`config.mk`:
```
export PLATFORM = sky130hd
export DESIGN_NAME = cache_controller
export DESIGN_NICKNAME = d
export VERILOG_FILES = /design/src/rtl/cache_pkg.sv /design/src/rtl/cache_fill_buffer.sv /design/src/rtl/cache_controller.sv
export SDC_FILE = /design/constraint.sdc
export NUM_CORES = 1
export LEC_CHECK = 0
export BUFFER_PORTS_ARGS = -buffer_cell sky130_fd_sc_hd__buf_4
export CELL_PAD_IN_SITES_DETAIL_PLACEMENT = 0
export CELL_PAD_IN_SITES_GLOBAL_PLACEMENT = 1
export CORE_ASPECT_RATIO = 0.75
export CORE_MARGIN = 3
export CORE_UTILIZATION = 37
export DETAILED_ROUTE_END_ITERATION = 6
export GPL_TIMING_DRIVEN = 1
export HOLD_SLACK_MARGIN = 0.03
export PLACE_DENSITY = 0.9
export SLEW_MARGIN = 20
export SYNTH_ARGS = -nofsm -noshare
export SYNTH_HDL_FRONTEND = slang
export SYNTH_SLANG_ARGS = --single-unit
```
`constraint.sdc`:
```
create_clock -name clk -period 6.05 [get_ports clk]
set_clock_uncertainty 0.2 [all_clocks]
set_input_delay 0.3025 -clock clk [delete_from_list [all_inputs] [get_ports clk]]
set_output_delay 0.3025 -clock clk [all_outputs]
set_load 0.05 [all_outputs]
```
`src/rtl/cache_pkg.sv`:
```
// cache_pkg: shared geometry and FSM state type for the cache controller.
// Word address layout is {tag, index, word offset}.
package cache_pkg;

    localparam int ADDR_W          = 15;
    localparam int DATA_W          = 32;
    localparam int WORDS_PER_BLOCK = 4;
    localparam int TAG_W           = 3;
    localparam int INDEX_W         = 10;
    localparam int OFFSET_W        = 2;

    typedef enum logic [2:0] {
        IDLE    = 3'd0,
        LOOKUP  = 3'd1,
        FETCH   = 3'd2,
        FILL    = 3'd3,
        RESPOND = 3'd4
    } cache_ctrl_state_t;

endpackage

```
`src/rtl/cache_fill_buffer.sv`:
```
// cache_fill_buffer: collects memory beats into one block.
// Beat counter restarts on clear; words hold until overwritten.
module cache_fill_buffer
    import cache_pkg::*;
#(
    parameter int DATA_W = cache_pkg::DATA_W
)(
    input  logic                              clk,
    input  logic                              rst,
    input  logic                              clear,
    input  logic                              beat_valid,
    input  logic [DATA_W-1:0]                 beat_data,
    output logic [WORDS_PER_BLOCK*DATA_W-1:0] block,
    output logic                              last_beat
);

    logic [OFFSET_W-1:0]                    beat_q, beat_d;
    logic [WORDS_PER_BLOCK-1:0][DATA_W-1:0] block_q, block_d;

    // store each valid beat at the current slot and advance
    always_comb begin
        beat_d  = beat_q;
        block_d = block_q;
        if (clear) begin
            beat_d = '0;
        end else if (beat_valid) begin
            block_d[beat_q] = beat_data;
            beat_d          = beat_q + OFFSET_W'(1);
        end
    end

    // beat counter and block registers
    always_ff @(posedge clk or posedge rst) begin
        if (rst) begin
            beat_q  <= '0;
            block_q <= '0;
        end else begin
            beat_q  <= beat_d;
            block_q <= block_d;
        end
    end

    assign block     = block_q;
    assign last_beat = beat_valid && !clear && (beat_q == '1);

endmodule

```
`src/rtl/cache_controller.sv`:
```
// cache_controller: read-miss controller, 4-word block refill.
// Optional hit/miss counters enabled by CACHE_CTRL_STATS_EN.
module cache_controller
    import cache_pkg::*;
#(
    parameter int ADDR_W = cache_pkg::ADDR_W,
    parameter int DATA_W = cache_pkg::DATA_W,
    parameter int CNT_W  = 16
)(
    input  logic                              clk,
    input  logic                              rst,
    input  logic                              cpu_req,
    input  logic [ADDR_W-1:0]                 cpu_addr,
    output logic                              cpu_ready,
    output logic [DATA_W-1:0]                 cpu_rdata,
    output logic [ADDR_W-1:0]                 cache_addr,
    input  logic                              cache_miss,
    input  logic [DATA_W-1:0]                 cache_rdata,
    output logic                              cache_write,
    output logic [WORDS_PER_BLOCK*DATA_W-1:0] cache_block,
    output logic                              mem_req,
    output logic [ADDR_W-1:0]                 mem_addr,
    input  logic                              mem_valid,
    input  logic [DATA_W-1:0]                 mem_rdata,
    input  logic                              stats_clr,
    output logic [CNT_W-1:0]                  hit_count,
    output logic [CNT_W-1:0]                  miss_count
);

    localparam logic [2:0] ST_IDLE    = IDLE;
    localparam logic [2:0] ST_LOOKUP  = LOOKUP;
    localparam logic [2:0] ST_FETCH   = FETCH;
    localparam logic [2:0] ST_FILL    = FILL;
    localparam logic [2:0] ST_RESPOND = RESPOND;

    logic [2:0]                             state_q, state_d;
    logic [ADDR_W-1:0]                      addr_q, addr_d;
    logic                                   fb_clear;
    logic                                   fb_valid;
    logic                                   fb_last;
    logic [WORDS_PER_BLOCK-1:0][DATA_W-1:0] blk_words;

    cache_fill_buffer #(
        .DATA_W (DATA_W)
    ) u_fill (
        .clk        (clk),
        .rst        (rst),
        .clear      (fb_clear),
        .beat_valid (fb_valid),
        .beat_data  (mem_rdata),
        .block      (cache_block),
        .last_beat  (fb_last)
    );

    assign blk_words  = cache_block;
    assign cache_addr = addr_q;
    assign mem_addr   = {addr_q[ADDR_W-1:OFFSET_W], {OFFSET_W{1'b0}}};

    // next-state and output decode; strobes default low
    always_comb begin
        state_d     = state_q;
        addr_d      = addr_q;
        cpu_ready   = 1'b0;
        cpu_rdata   = '0;
        cache_write = 1'b0;
        mem_req     = 1'b0;
        fb_clear    = 1'b0;
        fb_valid    = 1'b0;
        case (state_q)
            ST_IDLE: begin
                if (cpu_req) begin
                    addr_d  = cpu_addr;
                    state_d = ST_LOOKUP;
                end
            end
            ST_LOOKUP: begin
                if (!cache_miss) begin
                    cpu_ready = 1'b1;
                    cpu_rdata = cache_rdata;
                    state_d   = ST_IDLE;
                end else begin
                    fb_clear = 1'b1;
                    state_d  = ST_FETCH;
                end
            end
            ST_FETCH: begin
                mem_req  = 1'b1;
                fb_valid = mem_valid;
                if (fb_last) begin
                    state_d = ST_FILL;
                end
            end
            ST_FILL: begin
                cache_write = 1'b1;
                state_d     = ST_RESPOND;
            end
            ST_RESPOND: begin
                cpu_ready = 1'b1;
                cpu_rdata = blk_words[addr_q[OFFSET_W-1:0]];
                state_d   = ST_IDLE;
            end
            default: begin
                state_d = ST_IDLE;
            end
        endcase
    end

    // state and latched request address
    always_ff @(posedge clk or posedge rst) begin
        if (rst) begin
            state_q <= ST_IDLE;
            addr_q  <= '0;
        end else begin
            state_q <= state_d;
            addr_q  <= addr_d;
        end
    end

`ifdef CACHE_CTRL_STATS_EN
    logic [CNT_W-1:0] hit_q, hit_d;
    logic [CNT_W-1:0] miss_q, miss_d;
    logic             hit_evt;
    logic             miss_evt;

    assign hit_evt  = (state_q == ST_LOOKUP) && !cache_miss;
    assign miss_evt = (state_q == ST_LOOKUP) && cache_miss;

    // saturating counters; clear overrides increment
    always_comb begin
        hit_d  = hit_q;
        miss_d = miss_q;
        if (stats_clr) begin
            hit_d  = '0;
            miss_d = '0;
        end else begin
            if (hit_evt && (hit_q != '1)) begin
                hit_d = hit_q + CNT_W'(1);
            end
            if (miss_evt && (miss_q != '1)) begin
                miss_d = miss_q + CNT_W'(1);
            end
        end
    end

    // statistics registers
    always_ff @(posedge clk or posedge rst) begin
        if (rst) begin
            hit_q  <= '0;
            miss_q <= '0;
        end else begin
            hit_q  <= hit_d;
            miss_q <= miss_d;
        end
    end

    assign hit_count  = hit_q;
    assign miss_count = miss_q;
`else
    logic stats_unused;

    assign stats_unused = stats_clr;
    assign hit_count    = '0;
    assign miss_count   = '0;
`endif

endmodule

```
==> out/results.ini <==
[sta]
layout_setup_ws_ns=2.62
fin_tns_setup_ns=0
final_max_slew_viol_count=0
finalCritPeriodShare_pct=56.7
hold_viol=0
max_freq_mhz=291
finalCriticalPeriod_ns=3.43
slew_headroom_pct=28.7
whs_ns=0.0650
rsz0062_at_grt=false
worst_pin_slew_ns=1.07
finalSetupViolCount=0

[final_layout]
fin_area_um2=10400
nets=959
drive_gt1_share_pct=41.9
fill_cells=1613
n_antenna_cell=0
post-route-util_pct=55.1
register_area_um2=3710
syn2layout_area_growth_pct=43.2
multi_input_comb_area_um2=3180
fin_cells=1130

[grt]
grt_pass1_wl_um=33400
grt_start_max_net_pins=77
antenna_found_initial=0
overflow=0
grt_usage_pct=19.9
grt_pass1_vias=5830

[clocking]
htree_levels=4
clkTransAtPathRegs_ns=0.06
tritoncts=yes
clkLatencyLatePin_ns=0.41
post_cts_resized=0
numCtsBuffers=17
cts_sinks=148
hold_buffers=49
cts_root_buf=clkbuf_16
postCtsSetupBuffers=0
cts_buffer_depth=2

[power_and_ir_drop]
vdd.ir_drop.worst_mv=0.493
power_frac_clock_pct=15.7
pwr_density_cell_nw_per_um2=647
leakagePower_nw=5.19
p_total_mw=6.74
p_switching_mw=3.43
p_sw_share_pct=50.9
seq_power_share_pct=27.7
pwr-share-comb_pct=56.6
p_int_mw=3.31

[worst_setup_path]
reg2reg_slack_ns=3.29
start_kind=register
worstPathArrival_ns=2.93
crit_fanout=20
crit_required_ns=5.55
endpoint_kind=output port
r2r_cells=4
crit_type=register to output port

[synthesis]
postSynthAreaPerCell_um2=12.8
async_flop_share_pct=100
synth_cell_types=31
synth-edff-count=0
synth-seq-cells=148
synth_top_area_share_pct=50.9
synthCells=569
synth_seq_area_share_pct=50.9
synth_area_leaders=dfrtp_1, mux2_1, mux2_2
syn-cell-area_um2=7270
yosysWarnings=0
synth_ff_type=dfrtp_1
yosys.area.top_type=dfrtp_1

[worst_hold_path]
worstHoldPathCells=3
hp-class=input pin to register

[placed_design]
routabilityCongestion=0.771
placed_cell_area_um2=9320
dp_hpwl_um=14600
port_buffers=274
dp_slack_ns=3.02
placed_cells=1049

[die]
num_rows=43
die-width_um=168
io_pins=310
die_y_um=127
initial_core_util_pct=38.5
core-area_um2=18900
dieArea_um2=21400

[job]
cap_violations=0

[route]
drc=0
final_antenna_net_count=0
vias=5522
drt-initial-drc-count=299
via_per_inst=4.89
drt-total-wl_um=21600
avgRoutedWirePerCell_um=19.1
dr.pass1.iters=5

[outcome]
status=finished, final reports clean

## cell type report
type | instances | area share [%]
Clock buffer | 19 | 4.25
Clock inverter | 13 | 1.42
Inverter | 7 | 0.300
Multi-Input combinational cell | 367 | 30.5
Sequential cell | 148 | 35.6
Tap cell | 247 | 2.97
Timing Repair Buffer | 329 | 24.9
## critical path, cell delays in order, from the launching register on
cell,delay [ns]
dfrtp_1,0.62
nor4b_4,0.88
buf_4,0.46
a22oi_1,0.15
o21ai_0,0.13
buf_4,0.26
## Yosys cell counts (2+ instances only)
cell type and number:
nand2_1 64, mux2_1 128, inv_1 7, mux2_2 48, clkbuf_1 13, nor2_1 4
buf_6 3, a21oi_1 2, dfrtp_1 148, nor4bb_1 2, and3_1 2, o21ai_0 2
mux2i_1 31, ha_1 4, nand2_2 4, buf_1 4, nor4b_2 2, buf_4 47
buf_2 13, o211ai_1 30
## state kept, by name, indices dropped and copies added (netlist names)
signal	count
cache_addr	15
state_q	3
u_fill.beat_q	2
u_fill.block	128
## path summary, 6_finish.rpt
path / startpoint / end
hold reg to reg: u_fill.block[5] / u_fill.block[5]
hold / removal: mem_valid / u_fill.beat_q[0]
max in group asynchronous: rst / u_fill.block[25]
setup reg to reg: state_q[1] / u_fill.block[114]
setup / recovery: state_q[0] / cpu_rdata[28]
min in group asynchronous: rst / u_fill.block[68]
## cell usage in the layout (no fill, tap or decap), types with 2 or more instances in the layout
| cell | count |
|---|---|
| a21oi_1 | 2 |
| and3_1 | 2 |
| buf_4 | 279 |
| bufinv_16 | 2 |
| clkbuf_16 | 17 |
| clkinv_4 | 2 |
| clkinvlp_4 | 4 |
| conb_1 | 34 |
| dfrtp_1 | 147 |
| dlygate4sd3_1 | 49 |
| ha_1 | 4 |
| inv_1 | 6 |
| inv_6 | 5 |
| mux2_1 | 128 |
| mux2_2 | 48 |
| mux2i_1 | 31 |
| nand2_1 | 64 |
| nand2_2 | 3 |
| nor2_1 | 4 |
| nor4b_4 | 3 |
| nor4bb_1 | 2 |
| o211ai_1 | 30 |
| o21ai_0 | 2 |
## power by group through the flow
stage	Clock [mW]	Combinational (mW)	Sequential, mW
3_3_place_gp	0	3.78	1.86
2_1_floorplan	0	1.29	3.24
3_5_place_dp	0	3.81	1.88
4_1_cts	1.08	3.84	1.87
5_1_grt	1.12	3.98	1.93
6_report	1.06	3.81	1.87
## cells by family (layout without fill, tap and decap cells)
kind of cell    after synthesis  after routing  share of synthesized area [%]
compound gates               40             40                           4.03
fa+ha+maj                     4              4                          0.688
buf+inv                      87            368                           7.45
flops                       148            148                           50.9
mux                         207            207                           31.5
other cells                   1             34                         0.0516
simple gates                 82             82                           5.30
## routing by layer
metal | GRT usage [%] | vias to the layer above | part of all wire, %
met2 | 32.9 | 217 | 47
met5 | 0 | - | 0
met3 | 6.84 | 16 | 8.4
li1 | - | 2537 | -
met1 | 25.6 | 2752 | 44
met4 | 4.52 | 0 | 1.1
Power figures use the tool's default switching activity.
